$ cat src/rtl/cmd_stream_arbiter.sv
// Packet-atomic round-robin merge of NUM_PORTS command streams into one registered
// AXI-Stream output, buffered by a 2-entry (main + skid) output stage.
//
// state  | meaning
// IDLE   | no grant held; picks the next requester round-robin from rr_ptr
// STREAM | forwards the granted port until its tlast beat is accepted
module cmd_stream_arbiter #(
    parameter int CMD_STREAM_WIDTH = 32,
    parameter int NUM_PORTS        = 2,
    parameter int ID_WIDTH         = 2
) (
    input  logic                                  aclk,
    input  logic                                  reset,
    input  logic [NUM_PORTS-1:0]                  s_cmd_axis_tvalid,
    output logic [NUM_PORTS-1:0]                  s_cmd_axis_tready,
    input  logic [NUM_PORTS-1:0]                  s_cmd_axis_tlast,
    input  logic [NUM_PORTS*CMD_STREAM_WIDTH-1:0] s_cmd_axis_tdata,
    output logic                                  m_cmd_axis_tvalid,
    input  logic                                  m_cmd_axis_tready,
    output logic                                  m_cmd_axis_tlast,
    output logic [CMD_STREAM_WIDTH-1:0]           m_cmd_axis_tdata,
    output logic [ID_WIDTH-1:0]                   m_cmd_axis_tid,
    output logic                                  dbg_state,
    output logic [ID_WIDTH-1:0]                   dbg_grant
);

    typedef enum logic {
        IDLE   = 1'b0,
        STREAM = 1'b1
    } state_t;

    state_t                      state;
    logic [ID_WIDTH-1:0]         rr_ptr;
    logic [ID_WIDTH-1:0]         grant;

    logic                        main_valid;
    logic [CMD_STREAM_WIDTH-1:0] main_data;
    logic                        main_last;
    logic [ID_WIDTH-1:0]         main_tid;
    logic                        skid_valid;
    logic [CMD_STREAM_WIDTH-1:0] skid_data;
    logic                        skid_last;
    logic [ID_WIDTH-1:0]         skid_tid;

    logic                        sel_valid;
    logic                        sel_last;
    logic [CMD_STREAM_WIDTH-1:0] sel_data;
    logic                        req_found;
    logic [ID_WIDTH-1:0]         req_port;
    int                          best_dist;
    logic                        accept;
    logic [ID_WIDTH-1:0]         grant_next;

    always_comb begin
        sel_valid = 1'b0;
        sel_last  = 1'b0;
        sel_data  = '0;
        for (int i = 0; i < NUM_PORTS; i++) begin
            if (grant == ID_WIDTH'(i)) begin
                sel_valid = s_cmd_axis_tvalid[i];
                sel_last  = s_cmd_axis_tlast[i];
                sel_data  = s_cmd_axis_tdata[i*CMD_STREAM_WIDTH +: CMD_STREAM_WIDTH];
            end
        end
    end

    // Pick the requester closest to rr_ptr going upward, wrapping at NUM_PORTS.
    always_comb begin
        req_found = 1'b0;
        req_port  = '0;
        best_dist = NUM_PORTS;
        for (int j = 0; j < NUM_PORTS; j++) begin
            if (s_cmd_axis_tvalid[j] &&
                ((j + NUM_PORTS - int'(rr_ptr)) % NUM_PORTS) < best_dist) begin
                best_dist = (j + NUM_PORTS - int'(rr_ptr)) % NUM_PORTS;
                req_found = 1'b1;
                req_port  = ID_WIDTH'(j);
            end
        end
    end

    always_comb begin
        s_cmd_axis_tready = '0;
        for (int i = 0; i < NUM_PORTS; i++) begin
            if (state == STREAM && grant == ID_WIDTH'(i)) begin
                s_cmd_axis_tready[i] = ~skid_valid;
            end
        end
    end

    assign accept     = (state == STREAM) && sel_valid && !skid_valid;
    assign grant_next = (grant == ID_WIDTH'(NUM_PORTS - 1)) ? '0 : grant + ID_WIDTH'(1);

    always_ff @(posedge aclk) begin
        if (reset) begin
            state      <= IDLE;
            rr_ptr     <= '0;
            grant      <= '0;
            main_valid <= 1'b0;
            main_data  <= '0;
            main_last  <= 1'b0;
            main_tid   <= '0;
            skid_valid <= 1'b0;
            skid_data  <= '0;
            skid_last  <= 1'b0;
            skid_tid   <= '0;
        end else begin
            case (state)
                IDLE: begin
                    if (req_found) begin
                        grant <= req_port;
                        state <= STREAM;
                    end
                end
                STREAM: begin
                    if (accept && sel_last) begin
                        rr_ptr <= grant_next;
                        state  <= IDLE;
                    end
                end
                default: state <= IDLE;
            endcase

            // Skid only fills while main is stalled, so it drains first when main frees up.
            if (m_cmd_axis_tready || !main_valid) begin
                if (skid_valid) begin
                    main_valid <= 1'b1;
                    main_data  <= skid_data;
                    main_last  <= skid_last;
                    main_tid   <= skid_tid;
                    skid_valid <= 1'b0;
                end else if (accept) begin
                    main_valid <= 1'b1;
                    main_data  <= sel_data;
                    main_last  <= sel_last;
                    main_tid   <= grant;
                end else begin
                    main_valid <= 1'b0;
                end
            end else if (accept) begin
                skid_valid <= 1'b1;
                skid_data  <= sel_data;
                skid_last  <= sel_last;
                skid_tid   <= grant;
            end
        end
    end

    assign m_cmd_axis_tvalid = main_valid;
    assign m_cmd_axis_tlast  = main_last;
    assign m_cmd_axis_tdata  = main_data;
    assign m_cmd_axis_tid    = main_tid;
    assign dbg_state         = (state == STREAM);
    assign dbg_grant         = grant;

endmodule

$ cat config.mk
export PLATFORM = sky130hd
export DESIGN_NAME = cmd_stream_arbiter
export DESIGN_NICKNAME = d
export VERILOG_FILES = /design/src/rtl/cmd_stream_arbiter.sv
export SDC_FILE = /design/constraint.sdc
export NUM_CORES = 1
export LEC_CHECK = 0
export ABC_AREA = 1
export BUFFER_PORTS_ARGS = -buffer_cell sky130_fd_sc_hd__buf_2
export CELL_PAD_IN_SITES_DETAIL_PLACEMENT = 1
export CELL_PAD_IN_SITES_GLOBAL_PLACEMENT = 2
export CORE_MARGIN = 3
export CORE_UTILIZATION = 27
export DETAILED_ROUTE_END_ITERATION = 8
export HOLD_SLACK_MARGIN = 0.12
export PLACE_DENSITY_LB_ADDON = 0.1
export RECOVER_POWER = 25
export SYNTH_ARGS = -nofsm -noshare
export SYNTH_HDL_FRONTEND = slang
export SYNTH_SLANG_ARGS = --single-unit
export TNS_END_PERCENT = 100
$ cat constraint.sdc
create_clock -name aclk -period 1.4 [get_ports aclk]
set_input_delay 0.21 -clock aclk [delete_from_list [all_inputs] [get_ports aclk]]
set_output_delay 0.21 -clock aclk [all_outputs]
set_load 0.05 [all_outputs]
# Yosys cells after proc, flatten, opt, wreduce, memory -nomap -nowiden

Index checks and enable logic that the tools add are counted.

Flip-flop bits (word level): 77
Bits of input ports: 71
Output and inout bits: 41
Logic and storage cells: 63

Add/subtract/negate cells: 3
Magnitude comparators: 2
Equal/unequal tests: 1
Multiplexer cells: 24
Bitwise gates (word level): 5
Reductions and logical operators: 17

Operators with widths:

| operator            | number |
|---|---|
| $mux 32             | 5 |
| $lt 2x32->1         | 1 |
| $mux 1              | 15 |
| $reduce_and 2->1    | 4 |
| $logic_and 1x1->1   | 7 |
| $mux 2              | 3 |
| $sub 2x2->3 const A | 2 |
| $lt 2x3->1 const B  | 1 |
| $not 1->1           | 3 |
| $add 2x1->2 const B | 1 |
| $and 1x1->1         | 2 |
| $eq 2x1->1 const B  | 1 |
| $logic_not 1->1     | 2 |
| $logic_not 2->1     | 1 |
| $pmux 1 s2          | 1 |
| $reduce_bool 2->1   | 1 |
| $reduce_or 2->1     | 1 |
| $logic_or 1x1->1    | 1 |

# Depth between registers and ports, before layout

Gate-level depths: netlist of run 1.

Depth after elaboration: 10
Depth in mapped cells: 10
Depth with buffers taken out: 8

# Least setup slack after synthesis of run 1

OpenSTA, ideal clock, no wires.

Path kind: register to output
Start point: register grant[0], in the netlist dbg_grant[0]
End point: output s_cmd_axis_tready[0]
Data arrival time: 2.026 ns
Required time: 1.190 ns
Setup slack: -0.836 ns
Stages on the path, launching flop included: 5
Cell sequence: dfxtp_1 buf_6 buf_6 buf_6 nor3_1

Longest elaborated chain between the ends: 3

RTL lines:

| what                   | line | source |
|---|---|---|
| from (decl)            | 34   | `logic [ID_WIDTH-1:0] grant;` |
| from (signal assigned) | 111  | `grant <= req_port;` |
| $logic_not 2->1        | 85   | `if (state == STREAM && grant == ID_WIDTH'(i)) begin` |
| $logic_and 1x1->1      | 85   |  |
| $mux 1                 | 85   |  |
| to (decl)              | 15   | `output logic [NUM_PORTS-1:0] s_cmd_axis_tready,` |

Every way passes these cells.

# Worst setup path after layout of run 1

Start point: register skid_valid
End point: output s_cmd_axis_tready[1]

Longest elaborated chain between the ends: 2

RTL lines:

| what                   | line | source |
|---|---|---|
| from (decl)            | 40   | `logic skid_valid;` |
| from (signal assigned) | 103  | `skid_valid <= 1'b0;` |
| from (signal assigned) | 131  | `skid_valid <= 1'b0;` |
| from (signal assigned) | 141  | `skid_valid <= 1'b1;` |
| $not 1->1              | 86   | `s_cmd_axis_tready[i] = ~skid_valid;` |
| $mux 1                 | 85   |  |

Every way passes these cells.

==> flow_results.xml, run 1 <==
<?xml version="1.0" encoding="UTF-8"?>
<metrics>
  <group name="worst_hold_path">
    <metric name="timing.hold.worst.start" unit="">s_cmd_axis_tvalid[1]</metric>
    <metric name="hold_class" unit="">primary input to register</metric>
    <metric name="min_delay_path_depth" unit="">3</metric>
  </group>
  <group name="place">
    <metric name="detailedPlacementHpwl" unit="um">7880</metric>
    <metric name="gpl.final_weighted_congestion" unit="">0.749</metric>
    <metric name="port-buffer-count" unit="">109</metric>
    <metric name="place_area" unit="sq mm">0.00464</metric>
  </group>
  <group name="finish">
    <metric name="areaGrowthSynthToFinish" unit="%">38.7</metric>
    <metric name="mostFrequentLayoutCells" unit="">168 x sky130_fd_sc_hd__nand2_1, 107 x sky130_fd_sc_hd__nor2_1, 95 x sky130_fd_sc_hd__buf_2</metric>
    <metric name="layout.cells.most_common" unit="">sky130_fd_sc_hd__nand2_1</metric>
    <metric name="design.final.nets" unit="">804</metric>
    <metric name="post_route_cells_drive_above_1_share" unit="%">28.6</metric>
    <metric name="postLayoutCellArea" unit="sq mm">0.00537</metric>
    <metric name="diodes" unit="">0</metric>
  </group>
  <group name="critical_path">
    <metric name="endpoint" unit="">s_cmd_axis_tready[1]</metric>
    <metric name="r2r_setup_slk" unit="ns">0.02</metric>
    <metric name="timing.critical_path.required" unit="ns">1.19</metric>
    <metric name="cp_top_family" unit="">flip-flops</metric>
    <metric name="crit_slowest_cell" unit="">sky130_fd_sc_hd__dfxtp_4</metric>
    <metric name="timing.critical_path.fanout_max" unit="">3</metric>
    <metric name="timing.reg2reg.worst_path_depth" unit="">8</metric>
    <metric name="critical_path_start_end_classification" unit="">register to output port</metric>
    <metric name="reg2reg_from" unit="">skid_valid</metric>
    <metric name="cp.depth" unit="">3</metric>
    <metric name="arrival" unit="ns">1.19</metric>
    <metric name="worst_setup_path_startpoint" unit="">skid_valid</metric>
    <metric name="worstPathCellList" unit="">buf_6 &gt; nor3_4 &gt; buf_6</metric>
    <metric name="critical_path_buf_inv_count" unit="">2</metric>
    <metric name="kind_of_start_point_of_the_critical_path" unit="">register</metric>
    <metric name="worst_r2r_endpoint" unit="">skid_data[9]</metric>
    <metric name="critical_path.endpoint_type" unit="">output port</metric>
    <metric name="critPathMostFrequentCell" unit="">sky130_fd_sc_hd__buf_6</metric>
    <metric name="critical-path-max-stage-delay" unit="ns">0.35</metric>
  </group>
  <group name="global_route">
    <metric name="global_route.overflow_total" unit="">0</metric>
    <metric name="grt_util_all_layers" unit="%">14.6</metric>
    <metric name="vias_in_the_first_global_route" unit="">4027</metric>
    <metric name="largest_net_degree_at_the_start_of_global_routing" unit="">51</metric>
    <metric name="grt_first_pass_wirelength" unit="um">19000</metric>
    <metric name="grt_antenna_before_repair" unit="">0</metric>
  </group>
  <group name="die">
    <metric name="dieArea" unit="sq mm">0.0158</metric>
    <metric name="num_rows" unit="">43</metric>
    <metric name="initial_core_util" unit="%">27.8</metric>
    <metric name="core_area" unit="sq mm">0.0139</metric>
    <metric name="die-width" unit="um">126</metric>
    <metric name="io-pin-count" unit="">112</metric>
    <metric name="die_y" unit="um">126</metric>
  </group>
  <group name="timing">
    <metric name="tns" unit="ns">0</metric>
    <metric name="period_minus_slack" unit="ns">1.40</metric>
    <metric name="final-setup-viol-count" unit="">0</metric>
    <metric name="hold_violations" unit="">0</metric>
    <metric name="skew" unit="ns">0.00612</metric>
    <metric name="achievable-frequency" unit="GHz">0.716</metric>
    <metric name="fin_crit_sh" unit="%">99.8</metric>
    <metric name="final_slew_viol_count" unit="">0</metric>
    <metric name="unrepaired_setup_endpoints_after_global_routing" unit="">true</metric>
  </group>
  <group name="yosys">
    <metric name="post_synthesis_average_cell_area" unit="sq um">6.26</metric>
    <metric name="dominant_combinational_cell_family_by_area_after_synthesis" unit="">simple AND/OR/NAND/NOR gates</metric>
    <metric name="synthesis.area" unit="sq mm">0.00387</metric>
    <metric name="synthAdderAreaFrac" unit="%">0</metric>
    <metric name="yosysUniqueCellTypes" unit="">25</metric>
    <metric name="synth.mux.area_fraction" unit="%">0</metric>
    <metric name="synth-compound-area-share" unit="%">9.77</metric>
    <metric name="netlist_instances" unit="">618</metric>
    <metric name="ys_ff_latch" unit="">73</metric>
    <metric name="synth_edf_count" unit="">0</metric>
    <metric name="synth_largest_type_area_fraction" unit="%">37.8</metric>
    <metric name="synth_simple_gate_area_share" unit="%">38.3</metric>
    <metric name="synth_top_cell_by_area" unit="">sky130_fd_sc_hd__dfxtp_1</metric>
    <metric name="synth_ff_type" unit="">sky130_fd_sc_hd__dfxtp_1</metric>
    <metric name="synthXorXnorAreaFrac" unit="%">0</metric>
    <metric name="synth_sequential_area_ratio" unit="%">37.8</metric>
    <metric name="synthesis.yosys.warnings" unit="">0</metric>
    <metric name="post_synth_main_area_contributors" unit="">sky130_fd_sc_hd__dfxtp_1 38%, sky130_fd_sc_hd__nand2_1 16%, sky130_fd_sc_hd__nor2_1 11%</metric>
    <metric name="fraction_of_registers_with_async_set_reset" unit="%">0</metric>
  </group>
  <group name="drt">
    <metric name="detail_route.wirelength" unit="um">12600</metric>
    <metric name="viasPerCell" unit="">4.46</metric>
    <metric name="route.detailed.wl_per_inst" unit="um">13.8</metric>
    <metric name="detail_route.first_pass.iterations" unit="">4</metric>
    <metric name="detail_route.drc_violations" unit="">0</metric>
    <metric name="vias" unit="">4094</metric>
    <metric name="antenna_violating_nets_post_route" unit="">0</metric>
    <metric name="detail_route.iter0.violations" unit="">120</metric>
  </group>
  <group name="clock_network">
    <metric name="cts_buffer_depth" unit="">2</metric>
    <metric name="worst_skew_pair.late_latency" unit="ns">0.34</metric>
    <metric name="clock_tree_from_tritoncts" unit="">done</metric>
    <metric name="cts_root_buffer" unit="">sky130_fd_sc_hd__clkbuf_16</metric>
    <metric name="clkTransAtPathRegs" unit="ns">0.06</metric>
    <metric name="clock_tree.htree_level_count" unit="">3</metric>
    <metric name="cts-buffers-inserted" unit="">9</metric>
    <metric name="cts_num_sinks" unit="">73</metric>
  </group>
  <group name="power">
    <metric name="power.ir.vdd_worst" unit="mV">0.563</metric>
    <metric name="leakage" unit="nW">2.62</metric>
    <metric name="power.density" unit="mW/mm^2">1190</metric>
  </group>
  <group name="run_status">
    <metric name="run_status" unit="">finished, final reports clean</metric>
  </group>
  <group name="job">
    <metric name="max_cap_violations" unit="">0</metric>
  </group>
</metrics>
[per-stage QoR]
step / utilization (%) / hold WS, ns / std cells / setup WS (ns) / power [mW]
after CTS: 36.2 / 0.170 / 906 / -0.0174 / 6.36
after floorplan: - / 0.269 / 619 / -0.00885 / 3.22
final: 38.5 / 0.186 / 918 / 0.00292 / 6.40
after detailed placement: 33.3 / 0.447 / 886 / 0.0455 / 3.60
after global routing: 38.5 / 0.193 / 918 / -0.0730 / 6.71
after global placement: 33.3 / 0.448 / 886 / 0.0683 / 3.58
[layout make-up]
class                   instances  area (sq um)
clock buffers                  10           239
inverters                      75           289
repair buffers                142          1070
multi-input cells             432          1970
well taps                     180           225
fillers                      1815          8570
flip-flops and latches         73          1480
clock inverters                 6           105
[registers in the layout (all words and copies together) (netlist names)]
signal / count
m_cmd_axis_tvalid: 1
skid_data: 32
m_cmd_axis_tdata: 32
dbg_grant: 1
m_cmd_axis_tid: 1
skid_last: 1
dbg_state: 1
m_cmd_axis_tlast: 1
rr_ptr: 1
skid_tid: 1
skid_valid: 1
[worst register-to-register path, cell delays in order (launching register included)]
cell	delay (ns)
sky130_fd_sc_hd__dfxtp_4	0.35
sky130_fd_sc_hd__buf_4	0.15
sky130_fd_sc_hd__buf_6	0.12
sky130_fd_sc_hd__nor2_4	0.20
sky130_fd_sc_hd__nand2_4	0.10
sky130_fd_sc_hd__inv_6	0.10
sky130_fd_sc_hd__clkbuf_16	0.17
sky130_fd_sc_hd__nor2_1	0.05
sky130_fd_sc_hd__nor2_1	0.09
[routing by layer]
| layer | global-route usage, % | part of all wire (%) |
|---|---|---|
| met5 | 0 | 0 |
| met4 | 5.48 | 1.8 |
| met1 | 18.7 | 50 |
| met2 | 24.2 | 45 |
| met3 | 2.88 | 3.7 |
[synthesized netlist by cell type, types with 2 or more instances]
cell type                  instances
sky130_fd_sc_hd__nand2_1         169
sky130_fd_sc_hd__nor2_1          115
sky130_fd_sc_hd__dfxtp_1          73
sky130_fd_sc_hd__inv_1            70
sky130_fd_sc_hd__o21ai_0          60
sky130_fd_sc_hd__nand3_1          39
sky130_fd_sc_hd__nor2_2           21
sky130_fd_sc_hd__buf_2            11
sky130_fd_sc_hd__clkbuf_1         11
sky130_fd_sc_hd__buf_6             9
sky130_fd_sc_hd__o21ai_1           8
sky130_fd_sc_hd__buf_4             7
sky130_fd_sc_hd__a21oi_1           6
sky130_fd_sc_hd__nand2_2           4
sky130_fd_sc_hd__clkbuf_2          2
sky130_fd_sc_hd__inv_2             2
sky130_fd_sc_hd__nand2_4           2
sky130_fd_sc_hd__nor3_1            2
[where the power goes]
part	switching, mW	total [mW]	leakage (nW)	internal, mW
Clock	0.932	2.71	0.172	1.78
Combinational	0.953	1.43	1.85	0.475
Sequential	0.0659	2.26	0.597	2.19
[worst min-delay path by stage]
| stage | end | slack, ns |
|---|---|---|
| final | dbg_grant[0] | 0.19 |
| after global routing | dbg_grant[0] | 0.19 |
| after CTS | dbg_grant[0] | 0.17 |
| after detailed placement | dbg_state | 0.45 |
| after global placement | skid_data[9] | 0.45 |
| after floorplan | dbg_grant[0] | 0.27 |
[what timing repair did]
action | in CTS | in global routing
cloned | 0 | 10
hold endpoints to repair | 3 | 0
endpoints found under the setup margin | 3 | 60
buffers inserted | 4 | 2
hold buffers | 1 | 0
resized for setup | 13 | 33
pin swaps | 2 | 3
[cell families after synthesis]
group | after synthesis
other | 1
AOI/OAI and AO/OA | 75
DFF | 73
buffers and inverters | 115
and+or+nand+nor | 354
Note: power is estimated with default switching activity, not from simulation.
==> run 2: changes to the inputs <==
- CELL_PAD_IN_SITES_DETAIL_PLACEMENT: 1 -> unset
- CELL_PAD_IN_SITES_GLOBAL_PLACEMENT: 2 -> unset
- CORE_ASPECT_RATIO: unset -> 0.5
- CORE_UTILIZATION: 27 -> 47
- PLACE_DENSITY: unset -> 0.73
- PLACE_DENSITY_LB_ADDON: 0.1 -> unset
==> run 2 against run 1 <==
Compared with the run above: final cell count is 9.3% lower; utilization is 25 points higher; global-route usage is 4.4 points higher.
==> flow_results.xml, run 2 (synthesis results as in run 1) <==
<?xml version="1.0" encoding="UTF-8"?>
<metrics>
  <group name="timing">
    <metric name="skew" unit="ns">0.00402</metric>
    <metric name="unrepaired_setup_endpoints_after_global_routing" unit="">true</metric>
    <metric name="final_slew_viol_count" unit="">0</metric>
    <metric name="hold_violations" unit="">0</metric>
    <metric name="achievable-frequency" unit="GHz">0.732</metric>
    <metric name="final-setup-viol-count" unit="">0</metric>
    <metric name="period_minus_slack" unit="ns">1.37</metric>
    <metric name="fin_crit_sh" unit="%">97.6</metric>
  </group>
  <group name="critical_path">
    <metric name="timing.critical_path.required" unit="ns">1.19</metric>
    <metric name="worst_setup_path_startpoint" unit="">dbg_grant[0]</metric>
    <metric name="arrival" unit="ns">1.16</metric>
    <metric name="timing.critical_path.fanout_max" unit="">26</metric>
    <metric name="kind_of_start_point_of_the_critical_path" unit="">register</metric>
    <metric name="critical_path.endpoint_type" unit="">output port</metric>
    <metric name="critical_path_start_end_classification" unit="">register to output port</metric>
    <metric name="reg2reg_from" unit="">dbg_grant[0]</metric>
  </group>
  <group name="clock_network">
    <metric name="clkTransAtPathRegs" unit="ns">0.05</metric>
    <metric name="clock_tree_from_tritoncts" unit="">done</metric>
    <metric name="cts_num_sinks" unit="">73</metric>
    <metric name="cts-buffers-inserted" unit="">9</metric>
    <metric name="cts_root_buffer" unit="">sky130_fd_sc_hd__clkbuf_16</metric>
    <metric name="cts_buffer_depth" unit="">2</metric>
    <metric name="clock_tree.htree_level_count" unit="">3</metric>
    <metric name="worst_skew_pair.late_latency" unit="ns">0.33</metric>
  </group>
  <group name="run_status">
    <metric name="run_status" unit="">finished, final reports clean</metric>
  </group>
  <group name="global_route">
    <metric name="globalRouteMet2Util" unit="%">30.6</metric>
    <metric name="grt_antenna_before_repair" unit="">0</metric>
    <metric name="vias_in_the_first_global_route" unit="">3243</metric>
    <metric name="grt_first_pass_wirelength" unit="um">14700</metric>
    <metric name="grt-busiest-layer" unit="">met2</metric>
    <metric name="global_route.overflow_total" unit="">0</metric>
    <metric name="gr-usage-met1" unit="%">24.7</metric>
    <metric name="grt_met3_usage" unit="%">5.61</metric>
    <metric name="largest_net_degree_at_the_start_of_global_routing" unit="">54</metric>
    <metric name="grt_util_all_layers" unit="%">19.0</metric>
  </group>
  <group name="power">
    <metric name="leakage" unit="nW">2.44</metric>
    <metric name="power.ir.vdd_worst" unit="mV">0.706</metric>
    <metric name="swShare" unit="%">30.2</metric>
    <metric name="fin_total_pwr" unit="mW">5.74</metric>
    <metric name="internal_power" unit="mW">4.00</metric>
    <metric name="clock_power_share" unit="%">39.0</metric>
    <metric name="power.combinational.fraction" unit="%">21.7</metric>
    <metric name="power.net_switching" unit="mW">1.73</metric>
    <metric name="power.density" unit="mW/mm^2">1180</metric>
    <metric name="power.sequential.fraction" unit="%">39.3</metric>
  </group>
  <group name="drt">
    <metric name="viasPerCell" unit="">4.51</metric>
    <metric name="detail_route.drc_violations" unit="">0</metric>
    <metric name="route.detailed.wl_per_inst" unit="um">10.4</metric>
    <metric name="vias" unit="">3760</metric>
    <metric name="detail_route.wirelength" unit="um">8680</metric>
    <metric name="antenna_violating_nets_post_route" unit="">0</metric>
    <metric name="detail_route.iter0.violations" unit="">168</metric>
    <metric name="detail_route.first_pass.iterations" unit="">4</metric>
  </group>
  <group name="finish">
    <metric name="layout.cells.most_common" unit="">sky130_fd_sc_hd__nand2_1</metric>
    <metric name="fillCellCount" unit="">727</metric>
    <metric name="post_route_cells_drive_above_1_share" unit="%">25.2</metric>
    <metric name="multi_input_area" unit="sq mm">0.00189</metric>
    <metric name="design.final.nets" unit="">791</metric>
    <metric name="finalNonFillerCells" unit="">833</metric>
    <metric name="areaGrowthSynthToFinish" unit="%">26.1</metric>
    <metric name="mostFrequentLayoutCells" unit="">169 x sky130_fd_sc_hd__nand2_1, 115 x sky130_fd_sc_hd__nor2_1, 80 x sky130_fd_sc_hd__buf_2</metric>
    <metric name="diodes" unit="">0</metric>
    <metric name="storage_element_area" unit="sq mm">0.00148</metric>
  </group>
  <group name="place">
    <metric name="detailedPlacementHpwl" unit="um">6080</metric>
    <metric name="gpl.final_weighted_congestion" unit="">0.816</metric>
    <metric name="port-buffer-count" unit="">109</metric>
    <metric name="dp_cells" unit="">815</metric>
  </group>
  <group name="job">
    <metric name="max_cap_violations" unit="">0</metric>
  </group>
  <group name="die">
    <metric name="num_rows" unit="">22</metric>
    <metric name="initial_core_util" unit="%">50.6</metric>
    <metric name="io-pin-count" unit="">112</metric>
    <metric name="die_y" unit="um">70.2</metric>
    <metric name="core_area" unit="sq mm">0.00765</metric>
    <metric name="die-width" unit="um">134</metric>
    <metric name="dieArea" unit="sq mm">0.00942</metric>
  </group>
  <group name="worst_hold_path">
    <metric name="hold_class" unit="">primary input to register</metric>
    <metric name="timing.hold.worst.start" unit="">m_cmd_axis_tready</metric>
  </group>
</metrics>
run 2: worst paths after layout:
| check | endpoint | cells past startpoint | slack [ns] |
|---|---|---|---|
| setup / recovery | s_cmd_axis_tready[0] | 3 | 0.03 |
| hold / removal | skid_valid | 4 | 0.18 |
| setup reg to reg | skid_last | 7 | 0.06 |
| hold reg to reg | skid_data[14] | 2 | 0.47 |
run 2: worst max-delay path, cell delays in order, from the launching register on:
cell and delay (ns):
sky130_fd_sc_hd__dfxtp_4 0.38, sky130_fd_sc_hd__buf_12 0.16, sky130_fd_sc_hd__nor3_4 0.11, sky130_fd_sc_hd__buf_6 0.18
run 2: timing repair:
item,4_1_cts,5_1_grt
endpoints found under the setup margin,3,7
setup buffers,0,1
endpoints found under the hold margin,3,0
hold buffers,1,0
gates resized for setup,9,4
pin swaps,0,1
gates cloned,0,0
run 2: power by group through the flow:
stage / clock, mW / sequential, mW / combinational [mW]
finish: 2.24 / 2.26 / 1.24
global placement: 0 / 2.30 / 1.22
CTS: 2.30 / 2.25 / 1.25
floorplan: 0 / 2.63 / 0.590
detailed placement: 0 / 2.30 / 1.23
global route: 2.39 / 2.27 / 1.38
run 2: layer usage:
layer / share of wire (%) / wire length (um)
met1: 48 / 4150
met3: 6.4 / 559
met4: 1.2 / 103
met5: 0 / 0
met2: 45 / 3870
run 2: per-stage QoR:
stage | setup WS (ns) | utilization [%] | hold WS [ns] | area, sq um | TNS (ns)
2_1_floorplan | -0.00885 | - | 0.269 | 3900 | -0.00885
3_3_place_gp | 0.130 | 59.2 | 0.437 | 4530 | 0
3_5_place_dp | 0.118 | 59.2 | 0.435 | 4530 | 0
4_1_cts | 0.000309 | 63.5 | 0.162 | 4860 | 0
5_1_grt | -0.0439 | 63.7 | 0.194 | 4880 | -0.0648
6_report | 0.0342 | 63.7 | 0.182 | 4880 | 0
run 2: layout make-up:
type                       instances  share of cell area, %
sequential                        73                   30.3
timing repair buffer             130                   16.4
inverter                          75                   5.90
multi-input combinational        431                   38.7
clock buffer                      13                   5.13
clock inverter                     3                  0.821
tap                              108                   2.77
